===== src/rtl/uart_tx_param.sv =====
// Parameterised UART transmitter: Start in IDLE is taken on the next Clk edge, and Tx/Busy/TxDone are registered.
// Start arriving while Busy is dropped, not queued; tick paces each bit (OVERSAMPLE ticks per bit).
module uart_tx_param #(
   parameter int DATA_BITS  = 8,
   parameter int OVERSAMPLE = 16,
   parameter int PARITY_EN  = 0,
   parameter int PARITY_ODD = 0,
   parameter int STOP_BITS  = 1
) (
   input  logic                 Clk,
   input  logic                 Rst,
   input  logic                 tick,
   input  logic                 Start,
   input  logic [DATA_BITS-1:0] Data,
   output logic                 Tx,
   output logic                 Busy,
   output logic                 TxDone
);
   localparam int CW = (OVERSAMPLE > 1) ? $clog2(OVERSAMPLE) : 1;
   // DATA_BITS >= 5 keeps this wide enough for the stop-bit index too
   localparam int BW = $clog2(DATA_BITS);
   localparam logic [CW-1:0] CNT_LAST  = CW'(OVERSAMPLE - 1);
   localparam logic [BW-1:0] DATA_LAST = BW'(DATA_BITS - 1);
   localparam logic [BW-1:0] STOP_LAST = BW'(STOP_BITS - 1);

   typedef enum logic [2:0] {IDLE, START, DATA, PARITY, STOP} state_t;

   state_t               state_q, state_d;
   logic [CW-1:0]        cnt_q, cnt_d;
   logic [BW-1:0]        bit_q, bit_d;
   logic [DATA_BITS-1:0] shift_q, shift_d;
   logic                 par_q, par_d;
   logic                 tx_q, tx_d;
   logic                 busy_q, busy_d;
   logic                 done_q, done_d;
   logic                 bit_end;

   assign bit_end = tick && (cnt_q == CNT_LAST);

   always_comb begin
      state_d = state_q;
      cnt_d   = cnt_q;
      bit_d   = bit_q;
      shift_d = shift_q;
      par_d   = par_q;
      tx_d    = tx_q;
      busy_d  = busy_q;
      done_d  = 1'b0;
      if (state_q != IDLE && tick) begin
         cnt_d = bit_end ? '0 : cnt_q + CW'(1);
      end
      case (state_q)
         IDLE: begin
            tx_d   = 1'b1;
            busy_d = 1'b0;
            if (Start) begin
               shift_d = Data;
               par_d   = (^Data) ^ (PARITY_ODD != 0);
               cnt_d   = '0;
               bit_d   = '0;
               tx_d    = 1'b0;
               busy_d  = 1'b1;
               state_d = START;
            end
         end
         START: begin
            if (bit_end) begin
               tx_d    = shift_q[0];
               bit_d   = '0;
               state_d = DATA;
            end
         end
         DATA: begin
            if (bit_end) begin
               if (bit_q != DATA_LAST) begin
                  tx_d    = shift_q[1];
                  shift_d = shift_q >> 1;
                  bit_d   = bit_q + BW'(1);
               end else if (PARITY_EN != 0) begin
                  tx_d    = par_q;
                  state_d = PARITY;
               end else begin
                  tx_d    = 1'b1;
                  bit_d   = '0;
                  state_d = STOP;
               end
            end
         end
         PARITY: begin
            if (bit_end) begin
               tx_d    = 1'b1;
               bit_d   = '0;
               state_d = STOP;
            end
         end
         STOP: begin
            if (bit_end) begin
               if (bit_q != STOP_LAST) begin
                  bit_d = bit_q + BW'(1);
               end else begin
                  busy_d  = 1'b0;
                  done_d  = 1'b1;
                  state_d = IDLE;
               end
            end
         end
         default: state_d = IDLE;
      endcase
   end

   always_ff @(posedge Clk or posedge Rst) begin
      if (Rst) begin
         state_q <= IDLE;
         cnt_q   <= '0;
         bit_q   <= '0;
         shift_q <= '0;
         par_q   <= 1'b0;
         tx_q    <= 1'b1;
         busy_q  <= 1'b0;
         done_q  <= 1'b0;
      end else begin
         state_q <= state_d;
         cnt_q   <= cnt_d;
         bit_q   <= bit_d;
         shift_q <= shift_d;
         par_q   <= par_d;
         tx_q    <= tx_d;
         busy_q  <= busy_d;
         done_q  <= done_d;
      end
   end

   assign Tx     = tx_q;
   assign Busy   = busy_q;
   assign TxDone = done_q;
endmodule


===== config.mk =====
export PLATFORM = sky130hd
export DESIGN_NAME = uart_tx_param
export DESIGN_NICKNAME = d
export VERILOG_FILES = /design/src/rtl/uart_tx_param.sv
export SDC_FILE = /design/constraint.sdc
export NUM_CORES = 1
export LEC_CHECK = 0
export CAP_MARGIN = 5
export CORE_MARGIN = 2
export CORE_UTILIZATION = 40
export DETAILED_ROUTE_END_ITERATION = 8
export GPL_ROUTABILITY_DRIVEN = 0
export REMOVE_ABC_BUFFERS = 1
export SYNTH_ARGS = -nofsm -noshare
export SYNTH_HDL_FRONTEND = slang
export SYNTH_SLANG_ARGS = --single-unit

===== constraint.sdc =====
create_clock -name Clk -period 1.8 [get_ports Clk]
set_input_delay 0.36 -clock Clk [delete_from_list [all_inputs] [get_ports Clk]]
set_output_delay 0.36 -clock Clk [all_outputs]
set_load 0.1 [all_outputs]

# Yosys cells after proc, flatten, opt, wreduce, memory -nomap -nowiden
# Index checks and enable logic that the tools add are counted.
# op_classes
addsub	2
n_eq_ne	16
mux	36
reduce_logical	15
# op_table
cell	count
3-bit two-way mux	13
8-bit two-way mux	3
2-bit != test (second input constant)	9
4-bit two-way mux	4
8-bit case mux with 2 select lines	1
3-bit case mux with 5 select lines	1
3-bit case mux with 4 select lines	1
1-bit two-way mux	11
4-bit AND reduction	2
4-bit nonzero test	2
7-bit AND reduction	1
3-bit by 2-bit == test with 1-bit output (second input constant)	2
6-bit AND reduction	1
3-bit nonzero test	2
4-bit by 1-bit adder with 4-bit output (second input constant)	1
4-bit == test (second input constant)	1
1-bit case mux with 4 select lines	1
2-bit nonzero test	2
3-bit by 1-bit adder with 3-bit output (second input constant)	1
3-bit by 1-bit == test with 1-bit output (second input constant)	1
3-bit == test (second input constant)	1
3-bit logical NOT	1
3-bit != test (second input constant)	1
3-bit AND reduction	1
4 further kinds	5
# totals
reg_bits	21
output_inout_bits	3

# Longest topological paths before layout
# logic_depth
word_depth	6
depth_mapped	6

# Least setup slack after synthesis
# Ideal clock, no wire load.
# synth_timing
path_kind	register to register
startpoint	register bit_q[0]
endpoint	register shift_q[1]
setup_ns	0.079
arrival_ns	1.780
required_time_ns	1.721
path_slack_ns	-0.059
path_stages_with_launch	6
path_buffers	0
path_cell_list	dfrtp_1 > ha_1 > ha_1 > a2111oi_4 > a21boi_4 > a2bb2oi_1
# synth_via
elab_chain_cells	3
# synth_lines
element	line_no	text
from (decl)	30	logic [BW-1:0] bit_q, bit_d;
from (signal assigned)	124	bit_q <= bit_d;
3-bit != test	75	if (bit_q != DATA_LAST) begin
2-bit != test (no line)	n/a	
4-bit AND reduction (no line)	n/a	
to (signal assigned)	125	shift_q <= shift_d;
to (decl)	31	logic [DATA_BITS-1:0] shift_q, shift_d;
# No other way between the ends.
# A chain may end at the register's enable or synchronous reset.

# Final worst setup path
# layout_timing
startpoint	register bit_q[0]
endpoint	register shift_q[3]
# Same word-level chain as after synthesis.

==> flow_metrics.py <==
metrics = {
    "status": {
        "status": "completed",
    },
    "power_and_ir_drop": {
        "irDropWorstVdd_v": 0.000785,
        "p_total_mw": 2.23,
        "p_per_area_nw_per_um2": 1480,
        "power_leakage_nw": 0.645,
    },
    "global_routing": {
        "antenna_found_initial": 0,
        "grt_pass1_vias": 963,
        "grt.overflow.total": 0,
        "grt_max_degree": 22,
        "grt_usage": 0.167,
        "grt_first_pass_wirelength_um": 4300,
    },
    "detailed_routing": {
        "firstDrtPassIters": 4,
        "drc": 0,
        "drt.antenna.violating_nets": 0,
        "drtIter0Drc": 24,
        "drt-total-wl_um": 2410,
        "wl_per_cell_um": 13.9,
        "via_per_inst": 5.58,
        "num_vias": 965,
    },
    "cts": {
        "cts_tree": "built",
        "numCtsBuffers": 3,
        "clockRootBuffer": "clkbuf_4",
        "path_clk_slew_ns": 0.12,
        "holdBufCountCts": 0,
        "post_cts_buffers": 0,
        "clk_latency_ns": 0.30,
        "cts_buffer_depth": 2,
        "cts.sinks": 21,
        "cts_htree_levels": 1,
    },
    "logic_synthesis": {
        "synth_seq_area_share": 0.447,
        "synth-edff-count": 0,
        "syn_inst": 114,
        "synthArstFlopShare": 1.00,
        "yosysTopAreaCell": "dfrtp_1",
        "synth_top_area_frac": 0.425,
        "synthTopCellsByArea": "dfrtp_1, ha_1, a2bb2oi_1",
        "syn_area_sq_um": 1180,
        "ys_seq_elements": 21,
        "synth_warnings": 0,
        "ys.flop_type": "dfrtp_1",
        "yosysUniqueCellTypes": 35,
        "syn_avg_cell_area_sq_um": 10.3,
    },
    "critical_path": {
        "cp-start-kind": "flop",
        "crit_start": "bit_q[0]",
        "crit_arrival_ns": 1.96,
        "r2r-start": "bit_q[0]",
        "crit_type": "reg2reg",
        "end_kind": "flop",
        "critPathMaxFanout": 7,
        "crit_required_ns": 2.03,
    },
    "timing": {
        "fin_crit_ns": 1.73,
        "min_period_over_period": 0.959,
        "finalHoldViolations": 0,
        "skew_ns": 0.00379,
        "slew_headroom": 0.813,
        "setup_violations": 0,
        "worst_slew_pin_slew_ns": 0.278,
        "rsz0062_at_grt": "yes",
        "drv_slew": 0,
        "clock.fmax_mhz": 579,
    },
    "layout": {
        "multiInputGateArea_sq_um": 617,
        "final_layout_size_suffix_gt1_frac": 0.225,
        "synthToLayoutAreaGrowth_pct": 27.9,
        "fillCellCount": 259,
        "regArea_sq_um": 528,
        "nNetsFinal": 160,
        "n_antenna_cell": 0,
        "design_area_sq_um": 1510,
    },
    "place": {
        "io_buffers": 14,
        "dpl.hpwl_um": 1800,
        "place_area_sq_um": 1470,
    },
    "floorplan": {
        "die_height_um": 58.3,
        "fp-row-count": 19,
        "start_util": 0.424,
        "dieArea_sq_um": 3400,
        "die_w_um": 58.3,
        "core_sq_um": 2780,
        "ios": 15,
    },
    "run": {
        "cap_violations": 0,
    },
    "worst_hold_path": {
        "hold_path.class": "in2async",
    },
}
metal layers:
layer / track usage / wire [um] / up-vias
met1: 0.213 / 1100 / 466
met3: 0.0268 / 83 / 4
li1: - / - / 480
met2: 0.270 / 1160 / 15
met5: 0 / 0 / -
met4: 0.0864 / 57 / 0
flip-flops by register name, indices dropped and copies added (netlist names):
signal / flops
TxDone: 1
shift_q: 8
bit_q: 3
Tx: 1
cnt_q: 4
Busy: 1
state_q: 3
critical path, stage by stage (launching register included):
cell       delay (ns)
dfrtp_1          0.40
ha_1             0.23
ha_2             0.20
a2111oi_4        0.32
a21boi_4         0.32
a2bb2oi_1        0.18
worst paths after layout:
kind                                   end  slack [ns]  cells after the start
worst max-delay path            shift_q[3]        0.07                      5
worst min-delay path              cnt_q[1]        0.40                      3
worst max register to register  shift_q[3]        0.07                      5
worst min register to register          Tx        0.53                      2
max in group asynchronous               Tx        1.12                      3
min in group Clk                        Tx        0.53                      2
cell type report:
class / instances / share of cell area
multi-input combinational: 83 / 0.409
sequential: 21 / 0.350
timing repair buffer: 28 / 0.183
tap: 31 / 0.0257
clock buffer: 4 / 0.0174
inverter: 6 / 0.0149
synthesized netlist by cell type, types with 3 or more instances:
cell type,count
a21oi_1,6
o21ai_0,6
ha_1,5
nor2_1,8
o22ai_1,9
inv_1,6
nand2b_1,3
nand3b_1,3
a2bb2oi_1,7
nor3_2,3
nand2_1,6
buf_2,4
dfrtp_1,20
cell families after synthesis:
group	share of synthesized area
flops	0.447
simple gates	0.185
fa+ha+maj	0.0531
xor+xnor	0.00743
buf+inv	0.0361
compound gates	0.236
mux	0.0361
report_power, final:
group | leakage (nW) | internal (mW) | switching, mW
Clock | 0.0150 | 0.0864 | 0.144
Sequential | 0.254 | 0.684 | 0.206
Combinational | 0.376 | 0.552 | 0.552
Total | 0.645 | 1.32 | 0.902
layout by cell type, fill, tap and decap left out, types with 2 or more instances in the layout:
cell type and n:
inv_1 6, nand2b_1 3, a21oi_1 6, dfrtp_1 19, clkdlybuf4s50_1 11, ha_1 3
nor3_2 3, nor3_1 2, nand3b_1 3, a22o_1 2, nor2_1 8, clkbuf_4 3
o22ai_1 9, mux2_1 2, o21ai_0 6, buf_4 14, mux2i_1 2, a2bb2oi_1 7
nand2_1 6, or3b_1 2, ha_2 2, buf_12 3
per-stage QoR:
step            util  hold slack [ns]  cells  setup WS, ns  setup TNS [ns]
3_3_place_gp   0.529            0.508    169       -0.0756          -0.593
2_1_floorplan      -            0.336    110       -0.0595          -0.416
5_1_grt        0.542            0.420    173       -0.0212         -0.0541
6_report       0.542            0.400    173        0.0740               0
4_1_cts        0.540            0.423    173        0.0199               0
3_5_place_dp   0.529            0.507    169        -0.137          -0.945
what timing repair did:
item | in CTS | in global routing
pin swaps | 0 | 3
gates resized for setup | 1 | 3
setup endpoints to repair | 7 | 10
No activity file was read; power rests on OpenSTA's default activity.
==> patch 1 (same flow settings) <==
Change the parameter `DATA_BITS` from 8 to 16.
--- a/src/rtl/uart_tx_param.sv
+++ b/src/rtl/uart_tx_param.sv
@@ -2,5 +2,5 @@
 // Start arriving while Busy is dropped, not queued; tick paces each bit (OVERSAMPLE ticks per bit).
 module uart_tx_param #(
-   parameter int DATA_BITS  = 8,
+   parameter int DATA_BITS  = 16,
    parameter int OVERSAMPLE = 16,
    parameter int PARITY_EN  = 0,
Ports: changed (resized Data); port bits go from 15 to 23. The function was not compared with the original's and may differ.
==> patch 1 against the original RTL <==
  * Cell area increased by 49%
  * Wire length increased by 41%
  * Non-clock buffer count increased by 16
  * Synthesized area increased by 44%
  * Sequential cell count increased by 9
  * Power increased by 30%
  * Setup slack got worse by 0.022 ns
  * Clock power increased by 120%
  * Register-to-register slack improved by 0.02 ns
  * Largest cell class unchanged
  * Largest power group is now sequential cells
  * Highest routed layer unchanged
==> patch 1: results (changes against the original RTL) <==
| Metric | Value |
|---|---|
| Leak Pwr | 0.000941 uW (+46%) |
| Top post-synthesis cells by area | dfrtp_1 43%, mux2_2 14%, mux2_1 6.7% |
| Comb_multi_in | 107 (+29%) |
| Synth top cells by count | 29 x dfrtp_1, 21 x mux2_2, 10 x mux2_1 |
| CP arrival | 1.91 ns (-0.05 ns) |
| RR Startpoint | cnt_q[1] |
| Clk pin slew, worst setup/hold paths | 0.06 ns (-0.06 ns) |
| Worst slew pin tran | 0.384 ns (+0.106 ns) |
| WL per Instance | 13.8 um (-0.38%) |
| Largest net degree at the start of global routing | 31 (+41%) |
| Syn avg cell area | 11.1 sq um (+7.6%) |
| Largest class | multi-input gates |
| DR vias/cell | 5.12 (-8.2%) |
| Inserted Clock Buffers | 5 (+2) |
| Final non-filler cell total | 245 (+42%) |
| Buffers excl. clock | 44 (+57%) |
| CTS Sinks | 30 (+43%) |
| Mux cell area share after synthesis | 21.2% (+18 points) |
| NumNets Final | 218 (+36%) |
| Cell area after placement | 2130 sq um (+45%) |
| Multi-input logic portion of the cell area | 39.6% (-1.3 points) |
| Pre-CTS setup slack | -0.261 ns (-0.125 ns) |
| DR WL met3 | 150 um (+81%) |
| Non-clock buffer share | 19.5% (+1.3 points) |
| Path depth of the worst reg2reg path | 6 (+1) |
| Met3 GRT Util | 3.80% (+1.1 points) |
| Post-synthesis sequential area ratio | 44.5% (-0.24 points) |
| Biggest regs | shift_q (16), bit_q (4), cnt_q (4) |
| Cell family with most CP delay | buffers and inverters |
| H-tree depth | 2 (+1) |
| Layout cells sized above 1 | 33.3% (+11 points) |
| Area taken by flip-flops and latches | 752 sq um (+42%) |
| Met2 WL | 1.52 mm (+31%) |
| Final HPWL DP | 2.42 mm (+34%) |
| M1 WL | 1.67 mm (+52%) |
| Port buffer count | 22 (+8) |
| Worst vdd ir | 0.965 mV (+23%) |
| Vias in the first global route | 1296 (+35%) |
| Dpl cells | 237 (+40%) |
| Final instance area | 2250 sq um (+49%) |
| GR Layer Usage met2 | 24.3% (-2.7 points) |
| Filler cells | 363 (+40%) |
| CTS resizes | 2 (+1) |
| Total GRT Usage | 15.2% (-1.5 points) |
| Met1 Usage GRT | 20.1% (-1.2 points) |
| First-pass GRT wire length | 5.97 mm (+39%) |
| Worst skew pair latency | 0.28 ns (-0.02 ns) |
| Worst Path Max Fanout | 16 (+9) |
| Clock Root Buffer | clkbuf_8 |
| Max incr delay on CP | 0.51 ns (+0.11 ns) |
| 1st-iter DRT viols | 41 (+71%) |
| Outcome | finished, final reports clean |
| Yosys cell types | 47 (+34%) |
| Clock network area share | 3.50% (+1.8 points) |
| R2R setup slack | 0.09 ns (+0.02 ns) |
| Clock skew | 0.00298 ns (-0.000819 ns) |
[patch 1: changes by cell type after synthesis, moves of 3 or more]
cell       unedited run  this run
nor3_2                3         0
buf_4                 0         3
dfrtp_1              20        29
a2bb2oi_1             7         1
o21ai_0               6         9
o22ai_1               9         1
mux2_1                2        10
mux2_2                0        21
[patch 1: report_power, final]
| part | switching (uW) | leakage [uW] | internal, uW | total, uW |
|---|---|---|---|---|
| clock network | 243 | 0.0000438 | 259 | 502 |
| logic | 562 | 0.000528 | 627 | 1190 |
| registers | 221 | 0.000370 | 972 | 1190 |
| total | 1030 | 0.000941 | 1860 | 2880 |
[patch 1: how the worst max path moves through the flow]
stage,end,start,slack [ns],cells after the start
5_1_grt,shift_q[7],cnt_q[0],0.002,6
3_3_place_gp,shift_q[2],tick,-0.18,6
3_5_place_dp,shift_q[5],tick,-0.26,6
6_report,shift_q[3],tick,0.05,6
2_1_floorplan,shift_q[0],cnt_q[0],-0.22,5
4_1_cts,shift_q[3],cnt_q[1],0.007,6
==> patch 2 (same settings) <==
Without the edit above. Take the reset off `shift_q` and load it in a clocked block of its own.
--- a/src/rtl/uart_tx_param.sv
+++ b/src/rtl/uart_tx_param.sv
@@ -114,5 +114,4 @@
          cnt_q   <= '0;
          bit_q   <= '0;
-         shift_q <= '0;
          par_q   <= 1'b0;
          tx_q    <= 1'b1;
@@ -123,5 +122,4 @@
          cnt_q   <= cnt_d;
          bit_q   <= bit_d;
-         shift_q <= shift_d;
          par_q   <= par_d;
          tx_q    <= tx_d;
@@ -131,4 +129,8 @@
    end
 
+   always_ff @(posedge Clk) begin
+      shift_q <= shift_d;
+   end
+
    assign Tx     = tx_q;
    assign Busy   = busy_q;
Behaviour: same outputs for any inputs over 10 cycles, from zero or initial values and one cycle with Rst high; that may be too few to reach the edited logic, so the function may still have changed.
==> patch 2 against the original RTL <==
  * Wire length fell by 11%
  * Cell area is 5.0% lower
  * Sequential cell count is the same
  * Power decreased by 28%
  * Hold slack worse by 0.037 ns
  * Synthesized area down 3.0%
  * First-iteration DRC count down 46%
  * Setup slack gained 0.085 ns
  * Maximum frequency is 5.2% higher
  * Core utilization shrank 1.8 points
  * Largest cell class is now registers
  * Non-clock buffer count fell by 4
==> patch 2: results (changes against the original RTL) <==
| Metric | Value |
|---|---|
| Outcome | finished, final reports clean |
| Final non-filler cell total | 156 (-9.8%) |
| NumNets Final | 143 (-11%) |
| Clock network area share | 1.92% (+0.18 points) |
| Top post-synthesis cells by area | dfrtp_1 26%, edfxtp_1 21%, mux2_2 6.9% |
| Comb_multi_in | 70 (-16%) |
| Filler cells | 239 (-7.7%) |
| Synth top cells by count | 12 x dfrtp_1, 8 x edfxtp_1, 7 x mux2_2, 7 x o21ai_0 |
| Clock Root Buffer | clkbuf_4 |
| Total GRT Usage | 15.0% (-1.7 points) |
| Leak Pwr | 0.000585 uW (-9.3%) |
| Post-Synth Adder-Cell Area | 5.47% (+0.16 points) |
| Seq/total area | 39.6% (+4.5 points) |
| Synth Area in XOR/XNOR | 0.766% (+0.023 points) |
| Non-clk invs | 6 (unchanged) |
| Yosys cell types | 36 (+2.9%) |
| Clock skew | 0.00588 ns (+0.00208 ns) |
| Worst vdd ir | 0.922 mV (+17%) |
| Biggest regs | shift_q (8), cnt_q (4) |
| Met2 WL | 1.02 mm (-12%) |
| Met1 Usage GRT | 18.8% (-2.5 points) |
| Bufs on Longest Clock Path | 2 (unchanged) |
| M1 WL | 992 um (-9.7%) |
| CP arrival | 1.85 ns (-0.11 ns) |
| Worst Path Max Fanout | 9 (+2) |
| Mapped Cells | 101 (-11%) |
| Pwr per Cell Area | 1110 nW/um^2 (-24%) |
| Cell family with most CP delay | flip-flops |
| EDFF count, synth | 8 (+8) |
| 1st-iter DRT viols | 13 (-46%) |
| DR WL met3 | 75 um (-9.6%) |
| Synth Area in Compound Gates | 12.1% (-11 points) |
| Multi-input logic area | 532 sq um (-14%) |
| CTS resizes | 0 (-1) |
| Buffers excl. clock | 24 (-14%) |
| Number of clock buffers in the layout | 3 (-1) |
| DR vias/cell | 5.29 (-5.2%) |
| GR Layer Usage met2 | 24.4% (-2.6 points) |
| Largest net degree at the start of global routing | 14 (-36%) |
| Mux cell area share after synthesis | 9.74% (+6.1 points) |
| Dpl cells | 152 (-10%) |
| Cell area after placement | 1410 sq um (-4.6%) |
| Post-synth ARST share | 61.9% (-38 points) |
| Post-synthesis sequential area ratio | 49.6% (+4.9 points) |
| Max incr delay on CP | 0.42 ns (+0.02 ns) |
| WL per Instance | 13.7 um (-1.1%) |
| Vias in the first global route | 870 (-9.7%) |
| Non-clock buffer share | 17.1% (-1.1 points) |
| Final HPWL DP | 1.64 mm (-8.9%) |
| Worst slew pin tran | 0.518 ns (+0.240 ns) |
| Layout cells sized above 1 | 27.2% (+4.7 points) |
| First-pass GRT wire length | 3.78 mm (-12%) |
| Met3 GRT Util | 2.27% (-0.41 points) |
-- patch 2: per-stage QoR --
stage	setup WS, ns	hold slack [ns]
global route	0.0620	0.455
floorplan	-0.167	0.236
finish	0.159	0.363
detailed placement	0.0227	0.492
CTS	0.143	0.375
global placement	0.0280	0.484
-- patch 2: power breakdown --
part           total [uW]  internal [uW]  switching [uW]
Clock                 229           83.0             146
Sequential            701            610            90.5
Combinational         667            301             366
Total                1600            994             602
-- patch 2: path summary, 6_finish.rpt --
kind | slack (ns) | endpoint | depth (start not counted) | startpoint
min | 0.36 | TxDone | 2 | Rst
min in group Clk | 0.52 | cnt_q[3] | 1 | cnt_q[3]
max in group asynchronous | 1.07 | Tx | 2 | Rst
max reg2reg | 0.16 | bit_q[2] | 5 | cnt_q[0]
min reg2reg | 0.52 | cnt_q[3] | 1 | cnt_q[3]
max | 0.16 | bit_q[2] | 5 | cnt_q[0]
